==> config.mk <==
export PLATFORM = sky130hd
export DESIGN_NAME = seq_signed_divider
export DESIGN_NICKNAME = d
export VERILOG_FILES = /design/src/rtl/seq_signed_divider.sv
export SDC_FILE = /design/constraint.sdc
export NUM_CORES = 1
export LEC_CHECK = 0
export CORE_ASPECT_RATIO = 0.9
export CORE_MARGIN = 2
export CORE_UTILIZATION = 56
export DETAILED_ROUTE_END_ITERATION = 16
export PLACE_DENSITY = 0.86
export SLEW_MARGIN = 15
export SYNTH_ARGS = -nofsm -noshare
export SYNTH_HDL_FRONTEND = slang
export SYNTH_SLANG_ARGS = --single-unit
==> constraint.sdc <==
create_clock -name clk_i -period 2 [get_ports clk_i]
set_input_delay 0.2 -clock clk_i [delete_from_list [all_inputs] [get_ports clk_i]]
set_output_delay 0.2 -clock clk_i [all_outputs]
set_load 0.02 [all_outputs]
==> src/rtl/seq_signed_divider.sv <==
// Multi-cycle signed restoring divider: one shift-subtract step per clock on operand
// magnitudes, with sign fix-up, divide-by-zero and overflow flags applied in a final cycle.
module seq_signed_divider #(
  parameter int WIDTH = 6
) (
  input  logic             clk_i,
  input  logic             reset_n_i,
  input  logic             start_i,
  input  logic [WIDTH-1:0] dividend_i,
  input  logic [WIDTH-1:0] divisor_i,
  output logic             busy_o,
  output logic             done_o,
  output logic [WIDTH-1:0] quotient_o,
  output logic [WIDTH-1:0] remainder_o,
  output logic             div_by_zero_o,
  output logic             overflow_o
);
  localparam int CW = $clog2(WIDTH + 1);

  typedef enum logic [1:0] {IDLE, CALC, FIX, DONE} state_e;

  state_e           state_q, state_d;
  logic [WIDTH-1:0] dvd_q, dvd_d;     // dividend magnitude, refilled with quotient bits
  logic [WIDTH-1:0] dsr_q, dsr_d;
  logic [WIDTH-1:0] rem_q, rem_d;
  logic [WIDTH-1:0] orig_q, orig_d;
  logic [CW-1:0]    cnt_q, cnt_d;
  logic             qneg_q, qneg_d, rneg_q, rneg_d, dz_q, dz_d, ovf_q, ovf_d;
  logic [WIDTH-1:0] quo_res_q, quo_res_d, rem_res_q, rem_res_d;
  logic             dz_res_q, dz_res_d, ovf_res_q, ovf_res_d;

  logic [WIDTH:0]   shifted;
  logic [WIDTH+1:0] trial;

  assign shifted = {rem_q, dvd_q[WIDTH-1]};
  assign trial   = {1'b0, shifted} - {2'b00, dsr_q};

  always_comb begin
    state_d   = state_q;
    dvd_d     = dvd_q;
    dsr_d     = dsr_q;
    rem_d     = rem_q;
    orig_d    = orig_q;
    cnt_d     = cnt_q;
    qneg_d    = qneg_q;
    rneg_d    = rneg_q;
    dz_d      = dz_q;
    ovf_d     = ovf_q;
    quo_res_d = quo_res_q;
    rem_res_d = rem_res_q;
    dz_res_d  = dz_res_q;
    ovf_res_d = ovf_res_q;
    case (state_q)
      IDLE, DONE: begin
        if (start_i) begin
          // Magnitudes are WIDTH-bit unsigned, so the most negative operand still fits.
          dvd_d   = dividend_i[WIDTH-1] ? -dividend_i : dividend_i;
          dsr_d   = divisor_i[WIDTH-1]  ? -divisor_i  : divisor_i;
          orig_d  = dividend_i;
          rem_d   = '0;
          cnt_d   = CW'(WIDTH);
          qneg_d  = dividend_i[WIDTH-1] ^ divisor_i[WIDTH-1];
          rneg_d  = dividend_i[WIDTH-1];
          dz_d    = (divisor_i == '0);
          ovf_d   = (dividend_i == {1'b1, {(WIDTH-1){1'b0}}}) && (divisor_i == '1);
          state_d = CALC;
        end else if (state_q == DONE) begin
          state_d = IDLE;
        end
      end
      CALC: begin
        // The terminal-count cycle hands over to FIX without stepping.
        if (cnt_q == '0) begin
          state_d = FIX;
        end else begin
          if (!trial[WIDTH+1]) begin
            rem_d = trial[WIDTH-1:0];
            dvd_d = {dvd_q[WIDTH-2:0], 1'b1};
          end else begin
            rem_d = shifted[WIDTH-1:0];
            dvd_d = {dvd_q[WIDTH-2:0], 1'b0};
          end
          cnt_d = cnt_q - CW'(1);
        end
      end
      FIX: begin
        if (dz_q) begin
          quo_res_d = '1;
          rem_res_d = orig_q;
          dz_res_d  = 1'b1;
          ovf_res_d = 1'b0;
        end else begin
          quo_res_d = qneg_q ? -dvd_q : dvd_q;
          rem_res_d = rneg_q ? -rem_q : rem_q;
          dz_res_d  = 1'b0;
          ovf_res_d = ovf_q;
        end
        state_d = DONE;
      end
      default: state_d = IDLE;
    endcase
  end

  always_ff @(posedge clk_i or negedge reset_n_i) begin
    if (!reset_n_i) begin
      state_q   <= IDLE;
      dvd_q     <= '0;
      dsr_q     <= '0;
      rem_q     <= '0;
      orig_q    <= '0;
      cnt_q     <= '0;
      qneg_q    <= 1'b0;
      rneg_q    <= 1'b0;
      dz_q      <= 1'b0;
      ovf_q     <= 1'b0;
      quo_res_q <= '0;
      rem_res_q <= '0;
      dz_res_q  <= 1'b0;
      ovf_res_q <= 1'b0;
    end else begin
      state_q   <= state_d;
      dvd_q     <= dvd_d;
      dsr_q     <= dsr_d;
      rem_q     <= rem_d;
      orig_q    <= orig_d;
      cnt_q     <= cnt_d;
      qneg_q    <= qneg_d;
      rneg_q    <= rneg_d;
      dz_q      <= dz_d;
      ovf_q     <= ovf_d;
      quo_res_q <= quo_res_d;
      rem_res_q <= rem_res_d;
      dz_res_q  <= dz_res_d;
      ovf_res_q <= ovf_res_d;
    end
  end

  assign busy_o        = (state_q != IDLE);
  assign done_o        = (state_q == DONE);
  assign quotient_o    = quo_res_q;
  assign remainder_o   = rem_res_q;
  assign div_by_zero_o = dz_res_q;
  assign overflow_o    = ovf_res_q;
endmodule
# Yosys cells after proc, flatten, opt, wreduce, memory -nomap -nowiden
# Cells that the tools add are included.
[word_totals]
output_inout_bits = 16
elab_cells = 63
register_bits = 47
[op_classes]
n_bitwise = 1
add_sub_neg = 6
n_eq_ne = 9
reduce_logical = 10
n_mux = 23
[op_table]
columns = ["cell", "count"]
rows = [
  ["$mux 6", 11],
  ["$neg 6->6", 4],
  ["$pmux 6 s2", 2],
  ["$eq 6x6->1 const B", 2],
  ["$sub 7x6->8", 1],
  ["$logic_not 6->1", 1],
  ["$mux 2", 3],
  ["$mux 3", 2],
  ["$ne 2x2->1 const B", 3],
  ["$pmux 2 s3", 1],
  ["$pmux 3 s2", 1],
  ["$eq 2x2->1 const B", 2],
  ["$reduce_and 2->1", 2],
  ["$reduce_bool 2->1", 2],
  ["$logic_not 3->1", 1],
  ["$mux 1", 3],
  ["$ne 3x3->1 const B", 1],
  ["$reduce_and 3->1", 1],
  ["$sub 3x1->3 const B", 1],
  ["$eq 2x1->1 const B", 1],
  ["$logic_not 2->1", 1],
  ["$reduce_or 2->1", 1],
  ["$logic_and 1x1->1", 1],
  ["$xor 1x1->1", 1],
]

# Logic depth before layout (Yosys ltp)
[logic_depth]
depth_word = 4
mapped_depth = 9
ltp_nobuf = 9

# Worst setup path after synthesis
# No wires, ideal clock.
[synth_timing]
kind = "register to register"
start = "register dvd_q[5]"
end = "register rem_q[4]"
setup_ns = 0.076
n_path_buf = 0
t_arrival_ns = 1.683
stages_incl_launch_ff = 10
path_slack_ns = 0.241
required_time_ns = 1.924
path_cell_list = "dfrtp_1 -> inv_1 -> ha_1 -> inv_1 -> fa_1 -> a21o_1 -> a21oi_1 -> xnor2_1 -> mux2i_1 -> o21ai_1"
[synth_via]
elab_chain_cells = 4
[synth_rtl]
columns = ["item", "line_no", "rtl"]
rows = [
  ["from (decl)", "23", "logic [WIDTH-1:0] dvd_q, dvd_d;"],
  ["from (signal assigned)", "122", "dvd_q <= dvd_d;"],
  ["$sub 7x6->8", "36", "assign trial = {1'b0, shifted} - {2'b00, dsr_q};"],
  ["$mux 6", "76", "if (!trial[WIDTH+1]) begin"],
  ["$mux 6", "73", "if (cnt_q == '0) begin"],
  ["$pmux 6 s2", "53", "case (state_q)"],
  ["to (signal assigned)", "124", "rem_q <= rem_d;"],
  ["to (decl)", "25", "logic [WIDTH-1:0] rem_q, rem_d;"],
]
# Every way passes these cells. The select of a mux whose other input is x is not followed.
# A chain may end at the register's enable or synchronous reset.

# Worst setup path after layout
# Same ends and word-level chain as after synthesis.

==> flow_summary_export.csv <==
group,metric,value,unit
setup_path,regToRegEndpoint,"rem_q[4]$_DFFE_PN0P_",
logic_synthesis,most_repeated_cell_in_the_gate_level_netlist_after_synthesis,"sky130_fd_sc_hd__dfrtp_1",
timing,finClkSkew,0.01306,ns
finish,layout.nets,357,
finish,fillerInstances,380,
placement,dpl_cell_area,3163,um2
setup_path,timing.critical_path.max_delay_family,"adder cells",
route,wirelength,5349,um
setup_path,worst_setup_path_end_kind,"register",
setup_path,ff2ff_setup_slack,0.09,ns
floorplan,io-pin-count,31,
timing,max_slew_margin_vs_limit,55.81,%
setup_path,critPathSlowestCell,"sky130_fd_sc_hd__dfrtp_1",
finish,share_of_layout_cells_above_drive_strength_1,12.62,%
placement,detailed_placement_hpwl,4037,um
logic_synthesis,synth_top_area_cell,"sky130_fd_sc_hd__dfrtp_1",
floorplan,fp-row-count,24,
grt,number_of_antenna_violations_at_the_first_check_in_global_routing,0,
power,switching_share,41.53,%
power,clockPowerShare,13.8,%
setup_path,cp_data_arrival_time,2.14,ns
setup_path,worstSetupStartpointType,"register",
setup_path,cpMostUsedCell,"sky130_fd_sc_hd__inv_1",
placement,globalplace.congestion,0.8487,
route,dr.first_iter.drc_count,142,
timing,achievable-frequency,523.1,MHz
logic_synthesis,ys.warnings.count,0,
power,power_density,1541,nW/um2
setup_path,crit_path_max_incr_delay,0.40,ns
finish,num_antenna_cells,0,
logic_synthesis,synth.avg_cell_area,9.613,um2
logic_synthesis,synth_top_cells_by_count,"sky130_fd_sc_hd__dfrtp_1 (46), sky130_fd_sc_hd__nand2_1 (35), sky130_fd_sc_hd__o21ai_1 (25)",
power,cell_internal_pwr,2.970,mW
logic_synthesis,synth.top_cell.area_share,41.72,%
logic_synthesis,synth-async-reset-ratio,100.0,%
logic_synthesis,share_of_synthesized_area_occupied_by_flip_flops_and_latches,41.72,%
floorplan,die_outline_area,5505,um2
logic_synthesis,synth.net_count,320,
grt,grt_pass1_vias,2038,
worst_hold_path,timing.hold.worst_path_depth,2,
grt,pin_count_of_the_biggest_net_entering_global_routing,47,
worst_hold_path,holdPathEnd,"dsr_q[1]$_DFFE_PN0P_",
grt,grt_pass1_wl,9252,um
floorplan,start_util,57.42,%
timing,finalWorstPathRequiredPeriod,1.912,ns
route,route.detailed.drc,0,
logic_synthesis,yosys.cell_types.count,52,
clock_tree,cts_num_sinks,46,
logic_synthesis,synth.area.top_cells,"sky130_fd_sc_hd__dfrtp_1 (42%), sky130_fd_sc_hd__ha_1 (7.7%), sky130_fd_sc_hd__nand2_1 (4.8%), sky130_fd_sc_hd__o21ai_1 (4.5%), sky130_fd_sc_hd__xnor2_1 (3.2%)",
floorplan,die_y,70.59,um
logic_synthesis,ys.flop_type,"sky130_fd_sc_hd__dfrtp_1",
clock_tree,clock_tree.htree_level_count,2,
clock_tree,clock_network_latency_to_the_later_pin_of_the_worst_skew_pair,0.30,ns
route,vias,2110,
run_status,outcome,"finished clean",
worst_hold_path,worst_hold_path_type,"register to register",
finish,final_core_util,68.62,%
run,max-cap-violations,0,
setup_path,worstPathMaxFanout,2,
route,drt_pass1_iterations,5,
finish,synthToLayoutAreaGrowth,19.50,%
clock_tree,tritoncts,"built",
grt,grt.total_usage,21.30,%
floorplan,placeable_area,4805,um2
worst_hold_path,timing.hold.worst.start,"dsr_q[1]$_DFFE_PN0P_",
timing,setup_total_negative_slack,0,ns
timing,final_count_of_negative_setup_slack_endpoints,0,
setup_path,critPathRequiredTime,2.22,ns
timing,worst_slew_pin_slew,0.6628,ns
clock_tree,cts-buffers-inserted,5,
timing,final.period_utilization,95.59,%
clock_tree,clk_root_buffer_cell,"sky130_fd_sc_hd__clkbuf_8",
finish,post-route-cell-area,3297,um2
power,p_leak,1.470,nW
timing,slew_violations,0,
route,viasPerCell,5.410,
setup_path,critPathBufInv,2,
logic_synthesis,netlist_area,2759,um2
power,max-vdd-ir-drop,0.001080,V
logic_synthesis,synth_enable_flop_cells,0,
setup_path,critical_register_to_register_path_startpoint,"dvd_q[5]$_DFFE_PN0P_",
power,power.switching,2.109,mW
setup_path,reg2reg_depth,9,
route,residual_antenna_violating_net_count_after_detailed_routing,0,
timing,finalHoldViolCount,0,
logic_synthesis,synth_cells,287,
placement,numPortBuffers,30,
logic_synthesis,ys_ff_latch,46,
setup_path,timing.critical_path.cells,"inv_1 > ha_1 > inv_1 > fa_1 > a21o_1 > a21oi_2 > xnor2_1 > mux2i_1 > o21ai_1",
setup_path,timing.setup.critical_path_class,"register to register",
floorplan,chipWidth,77.99,um
clock_tree,cts_buffer_depth,2,
power,combPwrFrac,55.1,%
route,post_drt_wl_per_cell,13.72,um
clock_tree,clock_pin_slew_reported_for_the_worst_setup_and_hold_paths_after_clock_tree_synthesis,0.09,ns
power,power_frac_seq,31.1,%
grt,grt-ovfl-total,0,
==> power groups by stage <==
stage	Combinational (mW)	Clock (mW)	Sequential, mW
2_1_floorplan	1.93	0	1.67
3_3_place_gp	2.69	0	1.59
3_5_place_dp	2.77	0	1.60
4_1_cts	2.80	0.716	1.58
5_1_grt	3.12	0.751	1.64
6_report	2.80	0.701	1.58
==> area by class of cell <==
type                            count  area [um2]  share of cell area (%)
Clock buffer                        5       68.82                   2.087
Clock inverter                      3       43.79                   1.328
Inverter                           23       86.33                   2.619
Multi-Input combinational cell    205        1458                   44.21
Sequential cell                    46        1151                   34.91
Tap cell                           65       81.33                   2.467
Timing Repair Buffer               43       407.9                   12.37
==> timing repair <==
action	in CTS	in global routing
hold buffers	1	0
gates resized for setup	0	1
setup buffers	0	1
setup endpoints to repair	0	1
hold endpoints to repair	39	0
==> state kept, by name, indices dropped and copies added (netlist names), 2 cells and up <==
name / cells
state_q: 2
cnt_q: 3
rem_q: 6
quotient_o: 6
dsr_q: 6
remainder_o: 6
dvd_q: 6
orig_q: 6
==> kinds of logic (layout without fill, tap and decap cells) <==
group,count (synthesis),in the layout,synth area share [%]
AND/OR/NAND/NOR,86,86,14.42
multiplexers,18,18,7.029
XOR/XNOR,18,18,5.714
buffers and inverters,36,74,5.578
flip-flops,46,46,41.72
adder cells (fa/ha/maj),18,18,8.435
AO/OA/AOI/OAI,65,65,17.10
==> through the flow <==
step                power [mW]  std cells  worst slack [ns]  hold slack [ns]
floorplan                3.595        287            0.2406         -0.09559
CTS                      5.097        389           0.03809           0.4976
detailed placement       4.379        380           0.08906           0.3180
global placement         4.272        380            0.1846           0.3122
global route             5.508        390         -0.006368           0.5127
finish                   5.079        390           0.08821           0.4912
==> cells in the final DEF, fill, tap and decap left out, types with 2 or more instances in the layout <==
master	netlist	layout
sky130_fd_sc_hd__dfrtp_1	46	46
sky130_fd_sc_hd__nand2_1	35	35
sky130_fd_sc_hd__clkdlybuf4s50_1	0	29
sky130_fd_sc_hd__o21ai_1	25	25
sky130_fd_sc_hd__inv_1	23	23
sky130_fd_sc_hd__nor2_1	23	23
sky130_fd_sc_hd__ha_1	17	17
sky130_fd_sc_hd__buf_4	1	11
sky130_fd_sc_hd__xnor2_1	10	10
sky130_fd_sc_hd__a21oi_1	10	9
sky130_fd_sc_hd__xor2_1	8	8
sky130_fd_sc_hd__mux2i_1	7	7
sky130_fd_sc_hd__nor3_1	6	6
sky130_fd_sc_hd__mux2_2	6	6
sky130_fd_sc_hd__nand2b_1	5	5
sky130_fd_sc_hd__mux2_1	5	5
sky130_fd_sc_hd__clkbuf_8	0	5
sky130_fd_sc_hd__o21ai_0	4	4
sky130_fd_sc_hd__nor2b_1	4	4
sky130_fd_sc_hd__nand3_1	3	3
sky130_fd_sc_hd__a22o_1	2	2
sky130_fd_sc_hd__a221o_1	2	2
sky130_fd_sc_hd__a21oi_2	1	2
sky130_fd_sc_hd__o41ai_1	2	2
sky130_fd_sc_hd__a22oi_1	2	2
sky130_fd_sc_hd__o311ai_1	2	2
sky130_fd_sc_hd__a21boi_1	2	2
==> layer usage <==
layer	GRT usage [%]	share of wire (%)
met5	0	0
met2	33.72	46
met1	30.52	48
met3	3.954	4.5
met4	5.848	1.2
==> how the worst max path moves through the flow <==
stage	cells after the start	slack [ns]	startpoint	endpoint
2_1_floorplan	9	0.24	dvd_q[5]$_DFFE_PN0P_	rem_q[4]$_DFFE_PN0P_
3_3_place_gp	9	0.18	dvd_q[5]$_DFFE_PN0P_	rem_q[4]$_DFFE_PN0P_
3_5_place_dp	9	0.09	dvd_q[5]$_DFFE_PN0P_	rem_q[4]$_DFFE_PN0P_
4_1_cts	9	0.04	dvd_q[5]$_DFFE_PN0P_	rem_q[4]$_DFFE_PN0P_
5_1_grt	9	-0.006	dvd_q[5]$_DFFE_PN0P_	rem_q[4]$_DFFE_PN0P_
6_report	9	0.09	dvd_q[5]$_DFFE_PN0P_	rem_q[4]$_DFFE_PN0P_
==> worst reg2reg max path, cell delays in order (launching register included) <==
cell                      delay, ns
sky130_fd_sc_hd__dfrtp_1       0.40
sky130_fd_sc_hd__inv_1         0.08
sky130_fd_sc_hd__ha_1          0.18
sky130_fd_sc_hd__inv_1         0.07
sky130_fd_sc_hd__fa_1          0.40
sky130_fd_sc_hd__a21o_1        0.18
sky130_fd_sc_hd__a21oi_2       0.14
sky130_fd_sc_hd__xnor2_1       0.14
sky130_fd_sc_hd__mux2i_1       0.11
sky130_fd_sc_hd__o21ai_1       0.13
No activity file was read; power rests on OpenSTA's default activity.
